## config.mk

```make
export PLATFORM = sky130hd
export DESIGN_NAME = dmem_access_ctrl
export DESIGN_NICKNAME = d
export VERILOG_FILES = /design/src/rtl/dmem_access_ctrl.sv
export SDC_FILE = /design/constraint.sdc
export NUM_CORES = 1
export LEC_CHECK = 0
export CELL_PAD_IN_SITES_DETAIL_PLACEMENT = 1
export CELL_PAD_IN_SITES_GLOBAL_PLACEMENT = 2
export CORE_ASPECT_RATIO = 1.1
export CORE_UTILIZATION = 27
export CTS_CLUSTER_SIZE = 40
export DETAILED_ROUTE_END_ITERATION = 16
export PLACE_DENSITY = 0.83
export SYNTH_ARGS = -nofsm -noshare
export SYNTH_HDL_FRONTEND = slang
export SYNTH_SLANG_ARGS = --single-unit
export TNS_END_PERCENT = 20
```

## constraint.sdc

```tcl
create_clock -name clk -period 1.95 [get_ports clk]
set_input_delay 0.39 -clock clk [delete_from_list [all_inputs] [get_ports clk]]
set_output_delay 0.39 -clock clk [all_outputs]
set_load 0.01 [all_outputs]
```

## src/rtl/dmem_access_ctrl.sv

```systemverilog
// Data-memory access sequencer for the load/store path.
// Splits misaligned accesses into two word transactions on a req/ack port.
module dmem_access_ctrl #(
  parameter int TIMEOUT = 255
) (
  input  logic        clk,
  input  logic        rst_n,
  input  logic        start,
  input  logic        dmem_sel,
  input  logic [1:0]  w_sel,
  input  logic [2:0]  r_sel,
  input  logic [31:0] addr,
  input  logic [31:0] wdata,
  output logic        stall,
  output logic        done,
  output logic        err,
  output logic [31:0] rdata_out,
  output logic        mem_req,
  output logic        mem_we,
  output logic [31:0] mem_addr,
  output logic [3:0]  mem_be,
  output logic [31:0] mem_wdata,
  input  logic        mem_ack,
  input  logic [31:0] mem_rdata
);

  localparam int CW = (TIMEOUT < 2) ? 1 : $clog2(TIMEOUT + 1);

  typedef enum logic [1:0] {IDLE, ACC0, ACC1} state_t;

  state_t state_q, state_d;

  logic          req_q, req_d;
  logic          we_q, we_d;
  logic [31:0]   maddr_q, maddr_d;
  logic [3:0]    be_q, be_d;
  logic [31:0]   wd_q, wd_d;
  logic [3:0]    be_hi_q, be_hi_d;
  logic [31:0]   wd_hi_q, wd_hi_d;
  logic          split_q, split_d;
  logic [1:0]    off_q, off_d;
  logic [2:0]    rsel_q, rsel_d;
  logic [31:0]   rd0_q, rd0_d;
  logic [31:0]   rdata_q, rdata_d;
  logic          done_q, done_d;
  logic          err_q, err_d;
  logic [CW-1:0] cnt_q, cnt_d;

  logic        is_store, is_load, valid_op, accept;
  logic [3:0]  base_be;
  logic [7:0]  mask8;
  logic [63:0] wshift;
  logic        ack_fire, tmo;
  logic [63:0] cat;
  logic [31:0] lw;
  logic [31:0] ext;

  // Decode of the incoming op
  always_comb begin
    is_store = dmem_sel && (w_sel != 2'b11);
    is_load  = !dmem_sel && (r_sel inside {3'b000, 3'b010, 3'b011,
                                           3'b100, 3'b101});
    valid_op = is_store || is_load;
    base_be  = 4'b1111;
    if (dmem_sel) begin
      unique case (1'b1)
        w_sel == 2'b00: base_be = 4'b0001;
        w_sel == 2'b01: base_be = 4'b0011;
        default:        base_be = 4'b1111;
      endcase
    end else begin
      unique case (1'b1)
        r_sel[1:0] == 2'b00: base_be = 4'b0001;
        r_sel == 3'b010:     base_be = 4'b0011;
        r_sel == 3'b101:     base_be = 4'b0011;
        default:             base_be = 4'b1111;
      endcase
    end
    mask8  = {4'b0000, base_be} << addr[1:0];
    wshift = {32'b0, wdata} << {addr[1:0], 3'b000};
    accept = start && valid_op && (state_q == IDLE);
  end

  assign ack_fire = req_q && mem_ack;
  assign tmo = (TIMEOUT != 0) && req_q && !mem_ack &&
               (cnt_q == CW'(TIMEOUT - 1));

  // Load assembly: word1 only exists on the second phase
  always_comb begin
    cat = (state_q == ACC1) ? {mem_rdata, rd0_q} : {32'b0, mem_rdata};
    lw  = 32'(cat >> {off_q, 3'b000});
    unique case (1'b1)
      rsel_q == 3'b000: ext = {{24{lw[7]}}, lw[7:0]};
      rsel_q == 3'b010: ext = {{16{lw[15]}}, lw[15:0]};
      rsel_q == 3'b100: ext = {24'b0, lw[7:0]};
      rsel_q == 3'b101: ext = {16'b0, lw[15:0]};
      default:          ext = lw;
    endcase
  end

  always_ff @(posedge clk) begin
    if (!rst_n) begin
      state_q <= IDLE;
    end else begin
      state_q <= state_d;
    end
  end

  always_comb begin
    state_d = state_q;
    unique case (state_q)
      IDLE: if (accept) state_d = ACC0;
      ACC0: begin
        if (ack_fire)  state_d = split_q ? ACC1 : IDLE;
        else if (tmo)  state_d = IDLE;
      end
      ACC1: if (ack_fire || tmo) state_d = IDLE;
      default: state_d = IDLE;
    endcase
  end

  always_comb begin
    req_d   = req_q;
    we_d    = we_q;
    maddr_d = maddr_q;
    be_d    = be_q;
    wd_d    = wd_q;
    be_hi_d = be_hi_q;
    wd_hi_d = wd_hi_q;
    split_d = split_q;
    off_d   = off_q;
    rsel_d  = rsel_q;
    rd0_d   = rd0_q;
    rdata_d = rdata_q;
    done_d  = 1'b0;
    err_d   = 1'b0;
    cnt_d   = cnt_q;
    if (req_q && !mem_ack && TIMEOUT != 0) cnt_d = cnt_q + 1'b1;
    unique case (state_q)
      IDLE: begin
        if (accept) begin
          req_d   = 1'b1;
          we_d    = dmem_sel;
          maddr_d = {addr[31:2], 2'b00};
          be_d    = mask8[3:0];
          wd_d    = wshift[31:0];
          be_hi_d = mask8[7:4];
          wd_hi_d = wshift[63:32];
          split_d = |mask8[7:4];
          off_d   = addr[1:0];
          rsel_d  = r_sel;
          cnt_d   = '0;
        end
      end
      ACC0, ACC1: begin
        if (ack_fire && state_q == ACC0 && split_q) begin
          rd0_d   = mem_rdata;
          maddr_d = maddr_q + 32'd4;
          be_d    = be_hi_q;
          wd_d    = wd_hi_q;
          cnt_d   = '0;
        end else if (ack_fire || tmo) begin
          req_d   = 1'b0;
          we_d    = 1'b0;
          maddr_d = '0;
          be_d    = '0;
          wd_d    = '0;
          done_d  = 1'b1;
          err_d   = !ack_fire;
          if (ack_fire && !we_q) rdata_d = ext;
        end
      end
      default: ;
    endcase
  end

  always_ff @(posedge clk) begin
    if (!rst_n) begin
      req_q   <= 1'b0;
      we_q    <= 1'b0;
      maddr_q <= '0;
      be_q    <= '0;
      wd_q    <= '0;
      be_hi_q <= '0;
      wd_hi_q <= '0;
      split_q <= 1'b0;
      off_q   <= '0;
      rsel_q  <= '0;
      rd0_q   <= '0;
      rdata_q <= '0;
      done_q  <= 1'b0;
      err_q   <= 1'b0;
      cnt_q   <= '0;
    end else begin
      req_q   <= req_d;
      we_q    <= we_d;
      maddr_q <= maddr_d;
      be_q    <= be_d;
      wd_q    <= wd_d;
      be_hi_q <= be_hi_d;
      wd_hi_q <= wd_hi_d;
      split_q <= split_d;
      off_q   <= off_d;
      rsel_q  <= rsel_d;
      rd0_q   <= rd0_d;
      rdata_q <= rdata_d;
      done_q  <= done_d;
      err_q   <= err_d;
      cnt_q   <= cnt_d;
    end
  end

  assign stall     = (state_q != IDLE) || accept;
  assign done      = done_q;
  assign err       = err_q;
  assign rdata_out = rdata_q;
  assign mem_req   = req_q;
  assign mem_we    = we_q;
  assign mem_addr  = maddr_q;
  assign mem_be    = be_q;
  assign mem_wdata = wd_q;

endmodule

```

=== Yosys cells after proc, flatten, opt, wreduce, memory -nomap -nowiden ===
Index checks and enable logic that the tools add are counted.
W data, S select, Z words.

* Input bits: 106
* Output and inout port bits: 105
* Word-level logic and storage cells: 112
* Register bits after elaboration: 188

* Shift operators: 3
* Eq/ne operators: 18
* Reductions and logical operators: 36
* Bitwise operators: 4
* Add/subtract/negate cells: 2
* Mux-type cells: 33

{| class="wikitable"
|+ Operator list
! operator !! count
|-
| $mux W32 || 5
|-
| $pmux W32 S2 || 2
|-
| $pmux W32 S4 || 1
|-
| $mux W64 || 1
|-
| $shl A32 B5 Y64 || 1
|-
| $shr A64 B5 Y32 || 1
|-
| $add A32 B3 Y32 const B || 1
|-
| $mux W8 || 3
|-
| $pmux W4 S2 || 3
|-
| $mux W4 || 4
|-
| $pmux W8 S2 || 1
|-
| $eq A3 B3 Y1 const B || 4
|-
| $logic_and A1 B1 Y1 || 10
|-
| $mux W2 || 5
|-
| $eq A3 B2 Y1 const B || 3
|-
| $add A8 B1 Y8 const B || 1
|-
| $eq A8 B8 Y1 const B || 1
|-
| $ne A2 B2 Y1 const B || 4
|-
| $reduce_and A4 Y1 || 2
|-
| $reduce_or A4 Y1 || 2
|-
| $shl A4 B2 Y8 || 1
|-
| $logic_not A2 Y1 || 3
|-
| $logic_not A3 Y1 || 2
|-
| $ne A3 B3 Y1 const B || 2
|-
| 15 further kinds || 33
|}

=== Depth between registers and ports, before layout ===
Gate-level depths: netlist of run 1.

* Depth after elaboration: 8
* Gate-level depth with buffers: 10
* Mapped depth without buffers: 7

=== Least setup slack after synthesis of run 1 ===
OpenSTA, ideal clock, no wires.

* Kind: register to register
* Start: register state_q[0]
* End: register rdata_q[16] (netlist: rdata_out[16])
* Library setup time: 0.119 ns
* Path buffers: 3
* Setup slack: -0.231 ns
* Cell stages (with the launch flop): 11
* Data arrival time: 2.063 ns
* Cell sequence: dfxtp_1 -> inv_1 -> ha_1 -> buf_2 -> and2_1 -> clkbuf_1 -> o2bb2ai_1 -> o21ai_0 -> o21bai_4 -> buf_6 -> o221a_1

* Word-level cells in the longest chain between the ends: 5
* Elaborated cells on any way between the ends: 10
* Classes of those cells: eq/ne (2); shift (1); mux (2); bitwise (1); reduce/logical (4)

{| class="wikitable"
|+ Ends and longest elaborated chain
! what !! line !! text
|-
| from (decl) || 31 || <nowiki>state_t state_q, state_d;</nowiki>
|-
| from (signal assigned) || 105 || <nowiki>state_q <= state_d;</nowiki>
|-
| parallel branches: the longest is 5 deep, another holds $mux W64 || - ||
|-
| to (signal assigned) || 206 || <nowiki>rdata_q <= rdata_d;</nowiki>
|-
| to (decl) || 44 || <nowiki>logic [31:0] rdata_q, rdata_d;</nowiki>
|}

Several ways; the timed one is not identified.
A chain may end at the register's enable or synchronous reset.

=== Worst setup path after layout of run 1 ===
* Start: register state_q[1]
* End: register rdata_q[24] (netlist: rdata_out[24])

The elaborated chain is that of the path after synthesis.

==> results of run 1 <==
path summary, 6_finish.rpt:
path                                end  slack (ps)  cells past startpoint
max reg2reg  rdata_out[24]$_SDFFE_PN0P_         -70                      8
min reg2reg       rd0_q[9]$_SDFFE_PN0P_         460                      2
max          rdata_out[24]$_SDFFE_PN0P_         -70                      8
min              rsel_q[0]$_SDFFE_PN0P_         390                      4
per-stage QoR:
step	instance area [sq um]	instances	hold WS (ps)	TNS, ps
2_1_floorplan	9555	1149	432.1	-905.3
3_3_place_gp	13220	1865	440.1	-69630
3_5_place_dp	13220	1865	448.9	-74390
4_1_cts	14050	1907	405.9	-233.3
5_1_grt	14560	1921	412.5	-3236
6_report	14560	1922	391.6	-1101
kinds of logic (layout without fill, tap and decap cells):
family | Yosys count | after routing | share of synthesized area (%)
buffers and inverters | 110 | 442 | 4.766
AOI/OAI and AO/OA | 333 | 334 | 24.72
xor gates and xnor gates | 7 | 7 | 0.6451
DFF | 177 | 177 | 37.28
adders and majority gates | 7 | 7 | 0.9215
muxes | 93 | 93 | 11.27
and+or+nand+nor | 420 | 421 | 20.35
other | 1 | 3 | 0.03946
power by group through the flow:
| stage | combinational, mW | clock (mW) | sequential [mW] |
|---|---|---|---|
| 2_1_floorplan | 1.09 | 0 | 4.19 |
| 3_3_place_gp | 2.58 | 0 | 4.14 |
| 3_5_place_dp | 2.63 | 0 | 4.14 |
| 4_1_cts | 2.70 | 3.68 | 4.06 |
| 5_1_grt | 3.09 | 3.81 | 4.10 |
| 6_report | 2.89 | 3.60 | 4.07 |
synthesized netlist by cell type, types with 10 or more instances:
cell | n | share of area [%]
o21ai_0 | 32 | 1.7
a211oi_1 | 14 | 1.1
nand2_1 | 182 | 7.2
nor2_1 | 83 | 3.3
nand2b_1 | 16 | 1.1
nand4_1 | 14 | 0.92
o2bb2ai_1 | 10 | 0.92
nand3_1 | 40 | 2.1
a221oi_1 | 16 | 1.5
clkbuf_1 | 72 | 2.8
nor3_1 | 29 | 1.5
dfxtp_1 | 177 | 37
a21oi_1 | 130 | 6.8
mux2_2 | 19 | 2.3
o211a_1 | 10 | 1.1
a2bb2oi_1 | 10 | 0.92
nor4_1 | 11 | 0.72
o221a_2 | 10 | 1.2
o221a_1 | 16 | 1.9
nor2b_1 | 10 | 0.66
buf_2 | 15 | 0.79
mux2i_1 | 64 | 6.7
metal layers:
| layer | part of all wire (%) | global-route usage [%] | up-vias | wire length [microns] |
|---|---|---|---|---|
| li1 | - | - | 4878 | - |
| met1 | 41 | 25.57 | 5213 | 17040 |
| met2 | 51 | 40.17 | 287 | 21240 |
| met3 | 4.5 | 4.321 | 77 | 1885 |
| met4 | 3.3 | 8.230 | 0 | 1353 |
| met5 | 0 | 0 | - | 0 |
final cells by class:
| cell class | count | area, sq um | area share, % |
|---|---|---|---|
| Clock buffer | 19 | 442.9 | 3.042 |
| Tap cell | 438 | 548.0 | 3.764 |
| Antenna cell | 1 | 2.502 | 0.01719 |
| Sequential cell | 177 | 3561 | 24.45 |
| Inverter | 11 | 42.54 | 0.2921 |
| Clock inverter | 12 | 147.6 | 1.014 |
| Multi-Input combinational cell | 864 | 5944 | 40.82 |
| Timing Repair Buffer | 400 | 3872 | 26.59 |
what timing repair did:
action	CTS	global route
cloned	3	6
setup buffers	8	14
endpoints found under the setup margin	124	120
resized for setup	37	87
pin swaps	7	21
sequential cells by signal, indices dropped and copies added, names as in the netlist, 3 cells and up:
signal,count
mem_be,4
rdata_out,32
be_hi_q,3
wd_hi_q,24
rd0_q,32
mem_wdata,32
cnt_q,8
mem_addr,30
rsel_q,3
worst max-delay path, delay by kind of cell (launching register included):
kind	cells	cell delay (ps)
buffers and inverters	2	260
DFF	1	340
adders and majority gates	1	170
muxes	2	340
AOI/OAI and AO/OA	3	830
==> impl_summary.md, run 1 <==
Finish
Cells with a size suffix above 1 make up 23.94% of the layout. The net count of the finished layout is 1584. The top cell types in the final layout, fill and taps aside, are 193 x clkdlybuf4s50_1, 180 x nand2_1, 165 x dfxtp_1. The signed area change from the synthesized netlist to the final layout is 53.21%.

The most common cell after layout, fill and taps aside is clkdlybuf4s50_1. At the end of the flow the core is filled with cells to 42.25%. The filler cells instantiated in the layout total 4038.

STA
The setup-violating endpoint count in the final report is 29. At the pin with the least slew margin, the transition time is 615.0 ps. The worst-case clock skew is 13.32 ps. Setup repair after global routing could not meet its margin everywhere. The share of the cycle needed by the critical path after routing is 103.4%. The worst pin sits at a relative slew slack of 58.91%. The count of final hold-check violations was 0. For this run, the top clock speed supported by timing is 496.1 MHz.

The post-layout worst setup margin is -65.59 ps. The max-slew violation count is 0. The routed design could run at a clock period as short as 2016 ps.

Clock network
The H-tree depth is 4. In this run, CTS created clock tree buffers numbering 17. The total of hold buffers inserted after clock tree synthesis is 0. CTS saw 177 sinks.

The tree is rooted in a clkbuf_16. After clock tree synthesis, the clock-pin slew on the worst setup and hold paths is 70 ps. Counting along the longest clock path gives a buffer depth of 2.

The CTS tree is yes. For the worst-skew pair, the clock arrives at the later sink with an insertion delay of 440 ps.

Placement
The pre-CTS worst setup slack is -635.9 ps. After legalization and detailed placement, the total HPWL measured 28.66 mm. The count of buffers inserted at the top-level ports is 208. The congestion estimate from routability-driven global placement came to 0.8731.

Run status
The flow ran to the end, but the final reports show violations. The final reports fail on setup timing.

Global routing
The overall fraction of global-route tracks in use is 22.10%. The via count of the first global-routing pass was 10910. Entering global routing, the biggest net connects 59 pins.

The overall overflow remaining after global route is 0. The number of antenna violations at the first check in global routing is 0. The first-pass GRT wire length is 61.56 mm.

Power
The internal cell power is 7.259 mW. The leakage power is 5.458 nW. The cell area power density is 725.4 nW/um^2. The share of total power consumed by net switching is 31.28%. Per report_power, the combinational group accounts for 27.4% of the total. The switching power total is 3.304 mW. The clock network burns 34.1% of the power. The power consumption is 10.56 mW. Across the VDD grid, the largest voltage drop is 602.5 uV. The relative contribution of sequential cells to total power is 38.5%.

Floorplanning
The initial core utilization is 27.57%. The floorplan step set the die width to 180.9 microns. The floorplan has 71 rows.

The area inside the core boundary is 34470 sq um. The floorplan step defined a die boundary enclosing 35960 sq um. In this run the count of I/O pins placed on the die edge is 211. The overall die height is 198.8 microns.

Critical path
The critical path arrival is 2390 ps. STA classifies the critical path endpoint as a register. STA puts the critical path data required time at 2320 ps.

The maximum cell stage delay along the critical path is 430 ps. The startpoint kind of the worst setup timing path is a register. Traced cell by cell, the critical path runs through buf_6, ha_4, mux4_2, mux2i_4, o41ai_4, o21bai_4, buf_12, o221a_1. The worst-path cell with the longest stage delay is o41ai_4.

The timing startpoint of the critical path is state_q[1]$_SDFFE_PN0P_. The highest fanout seen on the critical path is 8. The classification of the worst setup path is reg2reg. In this run the critical register-to-register path is launched from state_q[1]$_SDFFE_PN0P_.

Logic synthesis
The synthesis warning total is 0. The post-synthesis sequential element count is 177. In the synthesized netlist the dominant register cell turns out to be dfxtp_1. After synthesis the cells add up to 9504 sq um. The number of distinct library cells after synthesis is 75. Sequential cells were found to cover 37.28% of the synthesized design area. The number of synthesized flops with an enable pin is 0. In the synthesized netlist the async set-or-reset flop fraction comes to 0%. The mean instance size in the synthesized netlist is 8.279 sq um. After technology mapping, the gate count stands at 1148.

Detailed routing
The routed length per instance is 21.60 microns. For this block, the via count after detailed routing is 10460. Once detail routing completed, the nets flagged for antenna violations numbered 0. The first TritonRoute pass finished after 5 iterations. The via-per-instance ratio is 5.440. The routed design has 41.52 mm of wire. The detailed router finished its first iteration with 483 violations. After detailed routing, the number of remaining DRC violations is 0.

Job
The count of max-cap constraint violations is 0.

Min path
The critical hold path startpoint is r_sel[0]. The tightest min-delay check is of the in2reg type.
No activity file was read; power rests on OpenSTA's default activity.
==> run 2: changes to the inputs <==
--- a/config.mk
+++ b/config.mk
@@ -5,6 +5,7 @@
 export SDC_FILE = /design/constraint.sdc
 export NUM_CORES = 1
 export LEC_CHECK = 0
+export ABC_CLOCK_PERIOD_IN_PS = 1950
 export CELL_PAD_IN_SITES_DETAIL_PLACEMENT = 1
 export CELL_PAD_IN_SITES_GLOBAL_PLACEMENT = 2
 export CORE_ASPECT_RATIO = 1.1
==> results of run 2 <==
Same layout as run 1: the final DEF is identical, and so are final timing and power.
